[src/rtl/tile_fetch.sv]
// Scrolling tile-map fetch: 15x32 block-RAM map, 3-stage pixel pipeline feeding color_mapper,
// a handshaked write port and a linear clear sweep that also runs after every reset.
module tile_fetch #(
    parameter int          TILE_BITS  = 4,
    parameter int unsigned CLEAR_TILE = 0
) (
    input  logic                 Clk,
    input  logic                 Reset,
    input  logic                 blank,
    input  logic [9:0]           DrawX,
    input  logic [9:0]           DrawY,
    input  logic [9:0]           ScrollX,
    input  logic                 Wr_req,
    input  logic [3:0]           Wr_row,
    input  logic [4:0]           Wr_col,
    input  logic [TILE_BITS-1:0] Wr_tile,
    output logic                 Wr_ack,
    input  logic                 Clear_req,
    output logic                 Busy,
    output logic [TILE_BITS-1:0] TileID,
    output logic [4:0]           TileU,
    output logic [4:0]           TileV,
    output logic                 Blank_out,
    output logic [9:0]           DrawX_out,
    output logic [9:0]           DrawY_out
);

    localparam logic [TILE_BITS-1:0] CLR_VAL   = TILE_BITS'(CLEAR_TILE);
    localparam logic [8:0]           LAST_ENTRY = 9'd479;

    typedef enum logic {
        IDLE,
        CLEAR
    } state_t;

    state_t state, state_nxt;
    logic [8:0] clr_cnt, clr_nxt;
    logic       clr_we;
    logic       accept;
    logic [9:0] scroll_q;

    logic [TILE_BITS-1:0] map_mem [0:479];
    logic [TILE_BITS-1:0] rd_q;

    // Pixel pipeline: s1 holds the map address, s2 lines up with the RAM read data.
    logic [9:0] world_x;
    logic       oob;
    logic [8:0] s1_addr;
    logic       s1_oob, s1_blank, s2_oob, s2_blank;
    logic [4:0] s1_u, s1_v, s2_u, s2_v;
    logic [9:0] s1_x, s1_y, s2_x, s2_y;

    assign Busy    = (state == CLEAR);
    assign accept  = Wr_req && !blank && !Busy && !Clear_req && !Wr_ack;
    assign world_x = DrawX + scroll_q;
    assign oob     = (DrawY >= 10'd480);

    always_comb begin
        state_nxt = state;
        clr_nxt   = clr_cnt;
        clr_we    = 1'b0;
        case (state)
            IDLE: begin
                if (Clear_req) begin
                    state_nxt = CLEAR;
                    clr_nxt   = '0;
                end
            end
            CLEAR: begin
                clr_we = 1'b1;
                if (clr_cnt == LAST_ENTRY) begin
                    state_nxt = IDLE;
                    clr_nxt   = '0;
                end else begin
                    clr_nxt = clr_cnt + 9'd1;
                end
            end
            default: state_nxt = IDLE;
        endcase
    end

    always_ff @(posedge Clk) begin
        if (Reset) begin
            state    <= CLEAR;
            clr_cnt  <= '0;
            scroll_q <= '0;
            Wr_ack   <= 1'b0;
        end else begin
            state   <= state_nxt;
            clr_cnt <= clr_nxt;
            Wr_ack  <= accept;
            if (DrawY == 10'd480 && DrawX == 10'd0)
                scroll_q <= ScrollX;
        end
    end

    // Map storage has no reset so it maps onto block RAM; sweep and write never coincide.
    always_ff @(posedge Clk) begin
        if (!Reset) begin
            if (clr_we)
                map_mem[clr_cnt] <= CLR_VAL;
            else if (accept && Wr_row < 4'd15)
                map_mem[{Wr_row, Wr_col}] <= Wr_tile;
        end
        rd_q <= map_mem[s1_addr];
    end

    always_ff @(posedge Clk) begin
        if (Reset) begin
            s1_addr   <= '0;
            s1_oob    <= 1'b0;
            s1_blank  <= 1'b0;
            s1_u      <= '0;
            s1_v      <= '0;
            s1_x      <= '0;
            s1_y      <= '0;
            s2_oob    <= 1'b0;
            s2_blank  <= 1'b0;
            s2_u      <= '0;
            s2_v      <= '0;
            s2_x      <= '0;
            s2_y      <= '0;
            TileID    <= '0;
            TileU     <= '0;
            TileV     <= '0;
            Blank_out <= 1'b0;
            DrawX_out <= '0;
            DrawY_out <= '0;
        end else begin
            s1_addr   <= oob ? 9'd0 : {DrawY[8:5], world_x[9:5]};
            s1_oob    <= oob;
            s1_blank  <= blank;
            s1_u      <= world_x[4:0];
            s1_v      <= DrawY[4:0];
            s1_x      <= DrawX;
            s1_y      <= DrawY;
            s2_oob    <= s1_oob;
            s2_blank  <= s1_blank;
            s2_u      <= s1_u;
            s2_v      <= s1_v;
            s2_x      <= s1_x;
            s2_y      <= s1_y;
            TileID    <= s2_oob ? CLR_VAL : rd_q;
            TileU     <= s2_u;
            TileV     <= s2_v;
            Blank_out <= s2_blank;
            DrawX_out <= s2_x;
            DrawY_out <= s2_y;
        end
    end

endmodule
[config.mk]
export PLATFORM = sky130hd
export DESIGN_NAME = tile_fetch
export DESIGN_NICKNAME = d
export VERILOG_FILES = /design/src/rtl/tile_fetch.sv
export SDC_FILE = /design/constraint.sdc
export NUM_CORES = 2
export LEC_CHECK = 0
export ABC_CLOCK_PERIOD_IN_PS = 11700
export BUFFER_PORTS_ARGS = -buffer_cell sky130_fd_sc_hd__buf_2
export CORE_MARGIN = 8
export CORE_UTILIZATION = 63
export CTS_BUF_LIST = sky130_fd_sc_hd__clkbuf_16
export CTS_CLUSTER_DIAMETER = 60
export DETAILED_ROUTE_END_ITERATION = 10
export MAX_ROUTING_LAYER = met4
export PLACE_DENSITY_LB_ADDON = 0.3
export SLEW_MARGIN = 20
export SYNTH_ARGS = -nofsm -noshare
export SYNTH_HDL_FRONTEND = slang
export SYNTH_SLANG_ARGS = --single-unit
[constraint.sdc]
create_clock -name Clk -period 11.7 [get_ports Clk]
set_input_delay 1.17 -clock Clk [delete_from_list [all_inputs] [get_ports Clk]]
set_output_delay 1.17 -clock Clk [all_outputs]
set_load 0.01 [all_outputs]
==> metrics.yaml <==
global_route:
  grt_start_max_net_pins: 259
  gr-usage-all-layers_pct: 29.5
  grt-ovfl-total: 0
  grt_pass1_vias: 42000
  antenna_found_initial: 7
  grt_pass1_wl_mm: 287
worst_hold_path:
  hold_class: "register to register"
placed_design:
  place_congestion: 0.886
  io_buffers: 84
  dp_hpwl_mm: 112
critical_path:
  cp.buffers_inverters: 3
  path_cells: "buf_4, buf_4, buf_4, mux4_2, mux2i_1, o21ai_0, a2111oi_2, nor3_1, o21ai_1, nand3_1, a31o_1"
  crit_path_start_kind: "register"
  worstPathRequired_ps: 12400
  arrival_ps: 5740
  cp_slowest_cell: "buf_4"
  crit_fanout: 45
  path_class: "register to register"
  worst_setup_path_end_kind: "register"
  crit_top_cell: "buf_4"
  path_delay_family: "buffers and inverters"
  critical_path.max_stage_delay_ps: 720
flow_run:
  cap_viol_max_count: 0
timing:
  rsz0062_at_grt: "false"
  tightest_slew_ps: 1370
  min_period_ps: 5040
  setup_violations: 0
  slew_violations: 0
  tns_ps: 0
  finClkSkew_ps: 32.1
  finalHoldViolCount: 0
  period_share_pct: 43.0
  max_slew_margin_pct: 8.36
  fmaxAchievable_mhz: 199
power_and_ir_drop:
  pwr_density_cell_nw_per_um2: 167
  p_switching_uw: 3010
  totalPowerFinal_uw: 14700
  max-vdd-ir-drop_mv: 0.203
  p_comb_share_pct: 2.9
  power_frac_seq_pct: 53.5
  clkPwrFrac_pct: 43.5
  p_int_uw: 11700
  switching_share_pct: 20.4
  p_leak_uw: 0.0292
cells_and_area:
  final_nets: 4322
  final_cell_mix: "1920 x edfxtp_1, 555 x nor2_1, 454 x mux4_2"
  final_common_cell: "edfxtp_1"
  drive_above_1_share_pct: 21.9
  syn2layout_area_growth_pct: 10.5
clocking:
  path_clk_slew_ps: 70
  cts.repair.resized: 0
  clk_latency_ps: 820
  cts-htree-levels: 4
  post_cts_buffers: 0
  postCtsHoldBufs: 0
  cts_buffers: 191
  cts_sinks: 2038
  cts_tree: "yes"
  cts-root-buf: "clkbuf_16"
  cts_buffer_depth: 3
die:
  die_y_um: 372
  start_util_pct: 63.5
  die_area_sq_um: 138000
  core_sq_um: 126000
  row_count: 130
  die_w_um: 372
  io-pin-count: 85
synthesis:
  netlist_area_sq_um: 79700
  ys_seq_area_share_pct: 75.3
  synthCells: 4183
  avgSynthCellArea_sq_um: 19.1
  syn-num-nets: 4242
  synth_edf_count: 1920
  synth_warnings: 0
  ys_async_sr_fraction_pct: 0
  ys.flop_type: "edfxtp_1"
  synth_seq_cells: 2038
  synthDistinctLibCells: 68
drt:
  drtIter0Drc: 6146
  drc: 0
  post_drt_wl_per_cell_um: 32.3
  ant_nets: 0
  drtPass1Iterations: 9
  vias: 41800
  drt-vias-per-instance: 6.88
  totalWireLength_mm: 196
run_status:
  outcome: "finished clean"
[worst register-to-register path: stages, from the launching register on]
cell and delay, ps:
dfxtp_4 690, buf_4 600, buf_4 760, buf_4 690
mux4_2 490, mux2i_1 180, o21ai_0 150, a2111oi_2 500
nor3_1 300, o21ai_1 190, nand3_1 150, a31o_1 210
[power by group through the flow]
| stage | registers (uW) | clock network [uW] | logic, uW |
|---|---|---|---|
| final | 7890 | 6410 | 427 |
| after global routing | 7880 | 6710 | 442 |
| after CTS | 7890 | 6440 | 422 |
| after detailed placement | 8040 | 0 | 418 |
| after global placement | 8040 | 0 | 413 |
| after floorplan | 8030 | 0 | 276 |
[synth_stat cells (7+ instances only)]
master / number / area (sq um)
nor2b_1: 89 / 557
o221ai_1: 20 / 175
mux4_2: 454 / 10200
o21ai_0: 49 / 245
nand3_1: 28 / 140
buf_2: 57 / 285
and2_1: 18 / 113
dfxtp_1: 118 / 2360
nor2_1: 558 / 2090
a221oi_1: 19 / 166
mux2i_1: 90 / 901
a31oi_1: 11 / 68.8
o211ai_1: 7 / 52.6
a211oi_1: 24 / 180
mux2_2: 19 / 214
nor4_1: 10 / 62.6
a22oi_1: 77 / 578
ha_1: 10 / 125
o22ai_1: 47 / 294
nand3b_1: 8 / 60.1
nand2_1: 120 / 450
clkbuf_1: 134 / 503
inv_1: 15 / 56.3
a22o_1: 20 / 175
buf_4: 35 / 263
nor3_1: 26 / 130
buf_6: 37 / 417
nand2b_1: 13 / 81.3
edfxtp_1: 1920 / 57700
o21ai_1: 7 / 35.0
a21oi_1: 47 / 235
[final timing paths]
kind                   to  startpoint  cells after the start  slack (ps)
max               rd_q[3]  s1_addr[1]                     11        6660
max reg2reg       rd_q[3]  s1_addr[1]                     11        6660
min reg2reg  DrawY_out[8]     s2_y[8]                      1         430
min          DrawY_out[8]     s2_y[8]                      1         430
[logic make-up after synthesis]
group                    count (synthesis)  synth area share (%)
AO/OA/AOI/OAI                          377                  3.32
XOR/XNOR                                 5                0.0549
adder cells (fa/ha/maj)                 11                 0.182
buffers and inverters                  288                  2.03
flip-flops                            2038                  75.3
multiplexers                           563                  14.2
AND/OR/NAND/NOR                        901                  4.92
[final cells by class]
class | instances | area (sq um)
sequential | 2038 | 60000
fill | 7419 | 37500
multi-input combinational | 1857 | 18200
clock buffer | 192 | 4800
tap | 1650 | 2060
clock inverter | 163 | 1730
timing repair buffer | 160 | 1150
inverter | 15 | 56.3
antenna | 8 | 20.0
[registers in the layout, summed over array words and instances (netlist names), 4 cells and up]
register   count
DrawX_out     10
DrawY_out      6
TileID         4
TileU          5
TileV          4
clr_cnt        9
map_mem     1920
rd_q           4
s1_addr        9
s1_u           5
s1_v           4
s1_x          10
s1_y           6
s2_u           5
s2_v           4
s2_x          10
s2_y           6
scroll_q      10
[stage by stage]
stage	setup slack, ps	std cells	utilization, %	hold slack [ps]	instance area, sq um
after floorplan	1980	4183	-	406	79700
after global placement	6400	5718	64.9	416	81500
after detailed placement	6270	5718	64.9	420	81500
after CTS	6700	6073	70.1	431	88000
after global routing	6560	6079	70.1	448	88100
final	6660	6083	70.2	432	88100
[per-layer routing]
layer  GRT usage (%)  vias to the layer above  routed length [um]
li1                -                    17000                   -
met1            39.6                    21500               71300
met2            45.0                     2827               93500
met3            6.35                      513               22800
met4            11.2                        0                8790
met5               -                        -                   0
(Power assumes the default switching activity.)
